<file path="config.mk">
export PLATFORM = sky130hd
export DESIGN_NAME = iccm_loader
export DESIGN_NICKNAME = d
export VERILOG_FILES = /design/src/rtl/iccm_loader_pkg.sv /design/src/rtl/loader_uart_rx.sv /design/src/rtl/iccm_loader.sv
export SDC_FILE = /design/constraint.sdc
export NUM_CORES = 1
export LEC_CHECK = 0
export ABC_CLOCK_PERIOD_IN_PS = 6300
export BUFFER_PORTS_ARGS = -buffer_cell sky130_fd_sc_hd__buf_4
export CORE_MARGIN = 2
export CORE_UTILIZATION = 63
export CTS_CLUSTER_SIZE = 10
export DETAILED_ROUTE_END_ITERATION = 8
export PLACE_DENSITY = 0.95
export SYNTH_ARGS = -nofsm -noshare
export SYNTH_HDL_FRONTEND = slang
export SYNTH_HIERARCHICAL = 1
export SYNTH_SLANG_ARGS = --single-unit
</file>
<file path="constraint.sdc">
create_clock -name brq_clk -period 6.3 [get_ports brq_clk]
set_clock_uncertainty 0.1 [all_clocks]
set_input_delay 0.63 -clock brq_clk [delete_from_list [all_inputs] [get_ports brq_clk]]
set_output_delay 0.63 -clock brq_clk [all_outputs]
set_load 0.03 [all_outputs]
</file>
<file path="src/rtl/iccm_loader_pkg.sv">
// Shared types and constants for the ICCM boot loader.
// The optional checksum stage is compiled in with LOADER_CHECKSUM_EN.
package iccm_loader_pkg;

    typedef enum logic [2:0] {
        IDLE,
        RECV,
        EVAL,
        WRITE,
        CHECK,
        DONE,
        ERROR
    } loader_state_e;

    typedef enum logic [1:0] {
        R_IDLE,
        R_START,
        R_DATA,
        R_STOP
    } rx_state_e;

    localparam logic [31:0] END_WORD_DEFAULT = 32'h0000_0FFF;

endpackage

</file>
<file path="src/rtl/loader_uart_rx.sv">
// UART 8N1 receiver: 2-flop synchronizer, mid-bit sampling, one-cycle
// byte_valid or frame_err pulse at the centre of the stop bit.
module loader_uart_rx
    import iccm_loader_pkg::*;
#(
    parameter int ClksPerBit = 434
) (
    input  logic       clk,
    input  logic       rst_n,
    input  logic       rx_i,
    output logic       byte_valid_o,
    output logic [7:0] byte_data_o,
    output logic       frame_err_o
);

    localparam int CW = $clog2(ClksPerBit);
    localparam logic [CW-1:0] FULL = CW'(ClksPerBit - 1);
    localparam logic [CW-1:0] HALF = CW'(ClksPerBit / 2 - 1);

    logic            meta_q, sync_q, prev_q;
    rx_state_e       state_q, state_d;
    logic [CW-1:0]   cnt_q, cnt_d;
    logic [2:0]      bit_q, bit_d;
    logic [7:0]      shift_q, shift_d;
    logic            valid_q, valid_d;
    logic            ferr_q, ferr_d;

    always_comb begin
        state_d = state_q;
        cnt_d   = cnt_q + 1'b1;
        bit_d   = bit_q;
        shift_d = shift_q;
        valid_d = 1'b0;
        ferr_d  = 1'b0;
        case (state_q)
            R_IDLE: begin
                cnt_d = '0;
                if (prev_q && !sync_q) state_d = R_START;
            end
            R_START: begin
                // a line back high at mid start bit is a glitch, not a frame
                if (cnt_q == HALF) begin
                    cnt_d   = '0;
                    bit_d   = '0;
                    state_d = sync_q ? R_IDLE : R_DATA;
                end
            end
            R_DATA: begin
                if (cnt_q == FULL) begin
                    cnt_d   = '0;
                    shift_d = {sync_q, shift_q[7:1]};
                    bit_d   = bit_q + 3'd1;
                    if (bit_q == 3'd7) state_d = R_STOP;
                end
            end
            R_STOP: begin
                if (cnt_q == FULL) begin
                    cnt_d   = '0;
                    valid_d = sync_q;
                    ferr_d  = !sync_q;
                    state_d = R_IDLE;
                end
            end
            default: state_d = R_IDLE;
        endcase
    end

    always_ff @(posedge clk or negedge rst_n) begin
        if (!rst_n) begin
            meta_q  <= 1'b1;
            sync_q  <= 1'b1;
            prev_q  <= 1'b1;
            state_q <= R_IDLE;
            cnt_q   <= '0;
            bit_q   <= '0;
            shift_q <= '0;
            valid_q <= 1'b0;
            ferr_q  <= 1'b0;
        end else begin
            meta_q  <= rx_i;
            sync_q  <= meta_q;
            prev_q  <= sync_q;
            state_q <= state_d;
            cnt_q   <= cnt_d;
            bit_q   <= bit_d;
            shift_q <= shift_d;
            valid_q <= valid_d;
            ferr_q  <= ferr_d;
        end
    end

    assign byte_valid_o = valid_q;
    assign byte_data_o  = shift_q;
    assign frame_err_o  = ferr_q;

endmodule

</file>
<file path="src/rtl/iccm_loader.sv">
// Boot loader: UART bytes -> little-endian words -> ICCM writes, then core release.
// Define LOADER_CHECKSUM_EN to require a trailing 32-bit sum word after EndWord.
module iccm_loader
    import iccm_loader_pkg::*;
#(
    parameter int          DataWidth  = 32,
    parameter int          AddrWidth  = 15,
    parameter int          ClksPerBit = 434,
    parameter logic [31:0] EndWord    = END_WORD_DEFAULT
) (
    input  logic                 brq_clk,
    input  logic                 brq_rst_ni,
    input  logic                 uart_rx_i,
    output logic [AddrWidth-1:0] iccm_addr_o,
    output logic                 iccm_we_o,
    output logic [DataWidth-1:0] iccm_wdata_o,
    output logic                 core_rst_no,
    output logic                 load_busy_o,
    output logic                 load_done_o,
    output logic                 load_err_o
);

    localparam logic [AddrWidth-1:0] ADDR_MAX = '1;

    logic       byte_valid;
    logic [7:0] byte_data;
    logic       frame_err;

    loader_uart_rx #(.ClksPerBit(ClksPerBit)) u_rx (
        .clk          (brq_clk),
        .rst_n        (brq_rst_ni),
        .rx_i         (uart_rx_i),
        .byte_valid_o (byte_valid),
        .byte_data_o  (byte_data),
        .frame_err_o  (frame_err)
    );

    loader_state_e        state_q, state_d;
    logic [DataWidth-1:0] word_q, word_d;
    logic [DataWidth-1:0] wdata_q, wdata_d;
    logic [1:0]           byte_cnt_q, byte_cnt_d;
    logic [AddrWidth-1:0] addr_q, addr_d;
    logic                 full_q, full_d;
    logic                 busy_q, busy_d;
    logic                 done_q, done_d;
    logic                 err_q, err_d;
`ifdef LOADER_CHECKSUM_EN
    logic [31:0]          sum_q, sum_d;
`endif

    always_comb begin
        state_d    = state_q;
        word_d     = word_q;
        wdata_d    = wdata_q;
        byte_cnt_d = byte_cnt_q;
        addr_d     = addr_q;
        full_d     = full_q;
`ifdef LOADER_CHECKSUM_EN
        sum_d      = sum_q;
`endif
        case (state_q)
`ifdef LOADER_CHECKSUM_EN
            IDLE, RECV, CHECK: begin
`else
            IDLE, RECV: begin
`endif
                if (byte_valid) begin
                    word_d[{byte_cnt_q, 3'b000} +: 8] = byte_data;
                    byte_cnt_d = byte_cnt_q + 2'd1;
                    if (state_q == IDLE) state_d = RECV;
                    if (byte_cnt_q == 2'd3) begin
`ifdef LOADER_CHECKSUM_EN
                        if (state_q == CHECK) state_d = (word_d == sum_q) ? DONE : ERROR;
                        else
`endif
                        state_d = EVAL;
                    end
                end
            end
            EVAL: begin
                if (word_q == EndWord) begin
`ifdef LOADER_CHECKSUM_EN
                    state_d    = CHECK;
                    byte_cnt_d = '0;
`else
                    state_d = DONE;
`endif
                end else if (full_q) begin
                    state_d = ERROR;
                end else begin
                    state_d = WRITE;
                    wdata_d = word_q;
                end
            end
            WRITE: begin
                // last location is written once; afterwards full_q blocks further words
                byte_cnt_d = '0;
                state_d    = RECV;
                if (addr_q == ADDR_MAX) full_d = 1'b1;
                else                    addr_d = addr_q + 1'b1;
`ifdef LOADER_CHECKSUM_EN
                sum_d = sum_q + wdata_q;
`endif
            end
            default: ;
        endcase
        if (frame_err && state_q != DONE && state_q != ERROR) state_d = ERROR;
        busy_d = (state_d == RECV) || (state_d == EVAL) || (state_d == WRITE) || (state_d == CHECK);
        done_d = done_q || (state_d == DONE);
        err_d  = err_q || (state_d == ERROR);
    end

    always_ff @(posedge brq_clk or negedge brq_rst_ni) begin
        if (!brq_rst_ni) begin
            state_q    <= IDLE;
            word_q     <= '0;
            wdata_q    <= '0;
            byte_cnt_q <= '0;
            addr_q     <= '0;
            full_q     <= 1'b0;
            busy_q     <= 1'b0;
            done_q     <= 1'b0;
            err_q      <= 1'b0;
`ifdef LOADER_CHECKSUM_EN
            sum_q      <= '0;
`endif
        end else begin
            state_q    <= state_d;
            word_q     <= word_d;
            wdata_q    <= wdata_d;
            byte_cnt_q <= byte_cnt_d;
            addr_q     <= addr_d;
            full_q     <= full_d;
            busy_q     <= busy_d;
            done_q     <= done_d;
            err_q      <= err_d;
`ifdef LOADER_CHECKSUM_EN
            sum_q      <= sum_d;
`endif
        end
    end

    assign iccm_addr_o  = addr_q;
    assign iccm_we_o    = (state_q == WRITE);
    assign iccm_wdata_o = wdata_q;
    assign core_rst_no  = done_q;
    assign load_busy_o  = busy_q;
    assign load_done_o  = done_q;
    assign load_err_o   = err_q;

endmodule

</file>
# --- After elaboration in Yosys (flattened, before gate mapping) ---
# Cells that the tools add are included.
totals:
  word_cells: 104
  inputBits: 3
  reg_bits: 115
  output_inout_bits: 52
op_classes:
  eq_ne: 26
  shifts: 2
  n_reduce_logical: 23
  add_sub_neg: 5
  n_mux: 27
  n_bitwise: 3
ops:
  columns: ["operator", "n"]
  rows:
  - ["32-bit bitwise mux", 1]
  - ["32-bit by 12-bit equality test with 1-bit output, second input constant", 1]
  - ["8-bit by 7-bit variable shift with 32-bit output, first input constant", 1]
  - ["8-bit by 7-bit indexed part select with 32-bit output", 1]
  - ["9-bit case mux with 3 select lines", 1]
  - ["3-bit 2-to-1 mux", 8]
  - ["9-bit 2-to-1 mux", 2]
  - ["15-bit by 1-bit adder with 15-bit output, second input constant", 1]
  - ["15-bit equality test, second input constant", 1]
  - ["2-bit 2-to-1 mux", 7]
  - ["3-bit by 2-bit equality test with 1-bit output, second input constant", 4]
  - ["3-bit equality test, second input constant", 4]
  - ["2-bit by 1-bit inequality test with 1-bit output, second input constant", 6]
  - ["2-bit AND reduction", 5]
  - ["9-bit by 1-bit adder with 9-bit output, second input constant", 1]
  - ["9-bit by 8-bit equality test with 1-bit output, second input constant", 1]
  - ["9-bit equality test, second input constant", 1]
  - ["3-bit case mux with 3 select lines", 1]
  - ["2-bit case mux with 4 select lines", 1]
  - ["5-bit negation with 7-bit output", 1]
  - ["2-bit equality test, second input constant", 3]
  - ["3-bit by 1-bit equality test with 1-bit output, second input constant", 2]
  - ["3-bit inequality test, second input constant", 2]
  - ["3-bit case mux with 2 select lines", 1]
  - ["15 further kinds", 29]

# --- Depth between registers and ports, before layout ---
logic_depth:
  ltp_word: 10
  depth_mapped: 7
  depth_no_buf: 7

# --- Cells and area by module ---
# The synthesis kept the hierarchy.
by_module_without_submodules:
  columns: ["module", "seq_area_each_um2", "area_each_um2", "cells_each", "n_inst"]
  rows:
  - ["iccm_loader", 2202.1, 3911.3, 337, 1]
  - ["loader_uart_rx", 679.4, 1249.9, 102, 1]

# --- Least setup slack after synthesis ---
# Ideal clock, no wire load.
synth_timing:
  path_type: "reg-to-reg"
  startpoint: "register word_q[15]"
  endpoint: "register wdata_q[10] (netlist: iccm_wdata_o[10])"
  stages_incl_launch_ff: 7
  path_slack_ns: 4.056
  path_buffers: 1
  arrival_ns: 2.019
  period_less_slack_ns: 2.244
  setup_ns: 0.125
  t_required_ns: 6.075
  path_cell_list: "dfrtp_1 > nand2b_1 > or4_1 > or4_4 > nand3_4 > buf_12 > mux2_4"
synth_between:
  elab_chain_cells: 3
synth_rtl:
  columns: ["element", "line_no", "source"]
  rows:
  - ["from (decl)", "iccm_loader.sv:39", "logic [DataWidth-1:0] word_q, word_d;"]
  - ["from (signal assigned)", "iccm_loader.sv:129", "word_q <= word_d;"]
  - ["32-bit by 12-bit equality test with 1-bit output", "iccm_loader.sv:81", "if (word_q == EndWord) begin"]
  - ["1-bit NOT (no line)", null, null]
  - ["3-bit AND reduction (no line)", null, null]
  - ["to (signal assigned)", "iccm_loader.sv:130", "wdata_q <= wdata_d;"]
  - ["to (decl)", "iccm_loader.sv:40", "logic [DataWidth-1:0] wdata_q, wdata_d;"]
# Every way passes these cells.
# A chain may end at the register's enable or synchronous reset.

# --- Worst setup path after layout ---
layout_timing:
  startpoint: "register word_q[23]"
  endpoint: "register wdata_q[0] (netlist: iccm_wdata_o[0])"
# The elaborated chain is that of the path after synthesis.

==> summary.md <==
| Metric | Value |
|---|---|
| Clk slew on worst S/H paths | 0.06 ns |
| Area fraction of the dominant cell type after synthesis | 54.3% |
| First-pass GRT wire length | 19700 um |
| Worst flop-to-flop path endpoint | iccm_wdata_o[0]$_DFFE_PN0P_ |
| Gpl congestion | 0.839 |
| Critical-path cell list | nor4_1 > nand4_1 > or4_4 > nand3_4 > mux2_2 |
| Yosys reg bits | 115 |
| Post-synth EDFFs | 0 |
| Final WL | 12200 um |
| F_max | 0.360 GHz |
| Die Width | 94.5 um |
| Cells after DPL | 588 |
| Hold depth | 1 |
| RSZ-0062 raised after global routing | false |
| Outcome | finished, final reports clean |
| Largest net degree at the start of global routing | 72 |
| Total CTS buffers | 17 |
| Hold_sp | uart_rx_i |
| Root Buffer | clkbuf_8 |
| Wire length per cell | 19.7 um |
| Detailed Routing Iterations Pass 1 | 5 |
| Hold Crit Class | primary input to flop |
| Synthesized instance count | 439 |
| Mean post-synth cell area | 11.8 um^2 |
| RR Startpoint | word_q[23]$_DFFE_PN0P_ |
| Final HPWL DP | 7080 um |
| Initial Util | 63.8% |
| R2R cell count | 5 |
| Util after Layout | 76.7% |
| Area leader, netlist | dfrtp_1 |
| DR vias/cell | 6.21 |
| CP top delay family | simple AND/OR/NAND/NOR gates |
| PostCTS Resize Cnt | 0 |
| Filler cells | 475 |
| Worst hold slack | 0.113 ns |
| # nets final | 518 |
| Gr ovfl total | 0 |
| CP required | 6.60 ns |
| Ys async rst share | 100% |
| Startpoint Class | flop |
| Input/output buffers | 54 |
| Post-CTS Setup Bufs | 0 |
| Area of the multi-input gates | 2140 um^2 |
| WP depth | 5 |
| Post-DRT Antenna Nets | 0 |
| Cell Area, Synth | 5160 um^2 |
| Sum Neg Setup Slack | 0 ns |
| Vias in the first global route | 3894 |
| Setup crit end kind | flop |
| Tcrit/Tclk final | 44.1% |
| Initial antenna violation count | 0 |
| Total die area | 8930 um^2 |
| Clock buffer depth | 2 |
| Period minus WS final | 2.78 ns |
| Reg area | 2880 um^2 |
| Worst-path fanout max | 32 |
| Count of final hold-check violations | 0 |
| CP Class | flop to flop |
| Final instance area | 6200 um^2 |
| Max-slew violation count | 0 |
| Leakage Power | 3.03 nW |
| Yosys cell types | 55 |
| Net Count, Synth | 454 |
| Max Cap Viol | 0 |
| Clk Latency, worst-skew pair | 0.53 ns |
| Die height | 94.5 um |
| Synth warn | 6 |
| Post-Layout Cell Count | 621 |
| Actual slew at the worst max-slew pin | 0.909 ns |
| Leading cell types by total area after synthesis | dfrtp_1 54%, mux2_4 8.7%, nand2_1 5.7% |
| CP arrival | 3.08 ns |
| Initial DRC count | 352 |
| Layout cells sized above 1 | 27.5% |
| Setup violators final | 0 |
| Sequential area share after synthesis | 55.8% |
| Vias post-DR | 3858 |
| CTS H-tree lvls | 4 |
| CP max stage cell | or4_4 |
| Gr usage total | 29.2% |
| Buf/Inv on CP | 0 |
| Hold_buf cts | 1 |
| VDD IR max | 0.319 mV |
| Clock Sinks | 115 |
| Post-DP Area | 5610 um^2 |
| Hold EP | u_rx/meta_q$_DFF_PN1_ |
| CTS tree | yes |
| Diode count | 0 |
| Area Overhead vs Synth | 20.2% |
| Post-route DRC | 0 |
| Max-Slew Margin vs Limit | 39.3% |
| R2R setup slack | 3.52 ns |
| PwrDens | 290 nW/um^2 |
| Num ports | 55 |
| Post-synth top flop | dfrtp_1 |
| Core area | 8090 um^2 |
| Worst path max stage delay | 0.65 ns |
| Rows | 33 |
==> sequential cells by signal, summed over array words and instances (netlist names), named ones only <==
name and cells:
u_rx/byte_data_o 8, load_err_o 1, u_rx/meta_q 1, iccm_wdata_o 32, load_busy_o 1, u_rx/state_q 1, u_rx/bit_q 3, full_q 1
u_rx/cnt_q 9, state_q 3, word_q 32, u_rx/sync_q 1, u_rx/byte_valid_o 1, u_rx/prev_q 1, u_rx/frame_err_o 1, byte_cnt_q 2
core_rst_no 1, iccm_addr_o 15
==> layer usage <==
metal  track usage (%)  part of all wire [%]  vias to the layer above
li1                  -                     -                     1697
met1              33.8                    37                     1916
met2              50.2                    53                      191
met3              5.59                   6.2                       54
met4              17.9                   4.2                        0
met5                 0                     0                        -
==> worst max path at each step <==
stage	end	start	slack [ns]
finish	iccm_wdata_o[0]$_DFFE_PN0P_	word_q[23]$_DFFE_PN0P_	3.52
global route	iccm_wdata_o[0]$_DFFE_PN0P_	word_q[17]$_DFFE_PN0P_	3.47
CTS	iccm_wdata_o[0]$_DFFE_PN0P_	word_q[17]$_DFFE_PN0P_	3.50
detailed placement	iccm_wdata_o[1]$_DFFE_PN0P_	word_q[15]$_DFFE_PN0P_	3.64
global placement	iccm_wdata_o[1]$_DFFE_PN0P_	word_q[24]$_DFFE_PN0P_	3.65
floorplan	iccm_wdata_o[10]$_DFFE_PN0P_	word_q[15]$_DFFE_PN0P_	4.06
==> kinds of logic after synthesis <==
family / count (synthesis) / share of synthesized area (%)
compound gates: 72 / 8.51
xor+xnor: 17 / 2.88
fa+ha+maj: 12 / 2.91
buf+inv: 22 / 2.64
flops: 115 / 55.8
mux: 42 / 11.3
simple gates: 159 / 15.9
==> where the power goes <==
part	internal, mW	switching [mW]
Clock	0.576	0.358
Combinational	0.0336	0.0484
Sequential	0.757	0.0247
==> per-stage QoR <==
step,total power [mW],worst slack [ns]
final,1.80,3.52
after global routing,1.86,3.47
after CTS,1.81,3.50
after detailed placement,0.872,3.64
after global placement,0.865,3.65
after floorplan,0.840,4.06
==> Yosys cell counts, types with 2 or more instances <==
cell type	n
mux2_4	30
mux2_2	11
clkbuf_1	6
buf_12	3
a31oi_1	2
nand4_1	11
a21oi_1	9
inv_1	11
nor2_1	12
nor3_1	9
nor2b_1	4
nor3b_1	3
dfrtp_1	112
nand4b_1	2
o21ai_0	41
and4_1	2
xnor2_1	9
or3_1	3
nand3_1	10
nand2b_1	3
nor4_1	6
ha_1	12
or4_1	3
xor2_1	8
nand2_1	79
o31ai_1	3
a22oi_1	5
dfstp_2	3
==> layout by cell type (no fill, tap or decap), drive strengths merged, types with 8 or more instances in the layout <==
cell    count
xnor2       9
o21ai      43
dfrtp     112
clkbuf     18
xor2        8
ha         12
nand4      11
nor3        9
nor2       12
nand3      12
mux2       41
buf        55
a21oi      10
inv        13
nand2      79
==> layout make-up <==
| type | count | share of cell area [%] |
|---|---|---|
| clock inverters | 14 | 2.52 |
| flip-flops and latches | 115 | 46.4 |
| repair buffers | 56 | 6.82 |
| clock buffers | 18 | 6.90 |
| inverters | 11 | 0.665 |
| multi-input cells | 302 | 34.5 |
| well taps | 105 | 2.12 |
==> worst reg2reg max path, cell delays in order, from the launching register on <==
cell and delay, ns:
dfrtp_1 0.44, nor4_1 0.34, nand4_1 0.19, or4_4 0.65, nand3_4 0.50, mux2_2 0.44
Note: power is estimated with default switching activity, not from simulation.
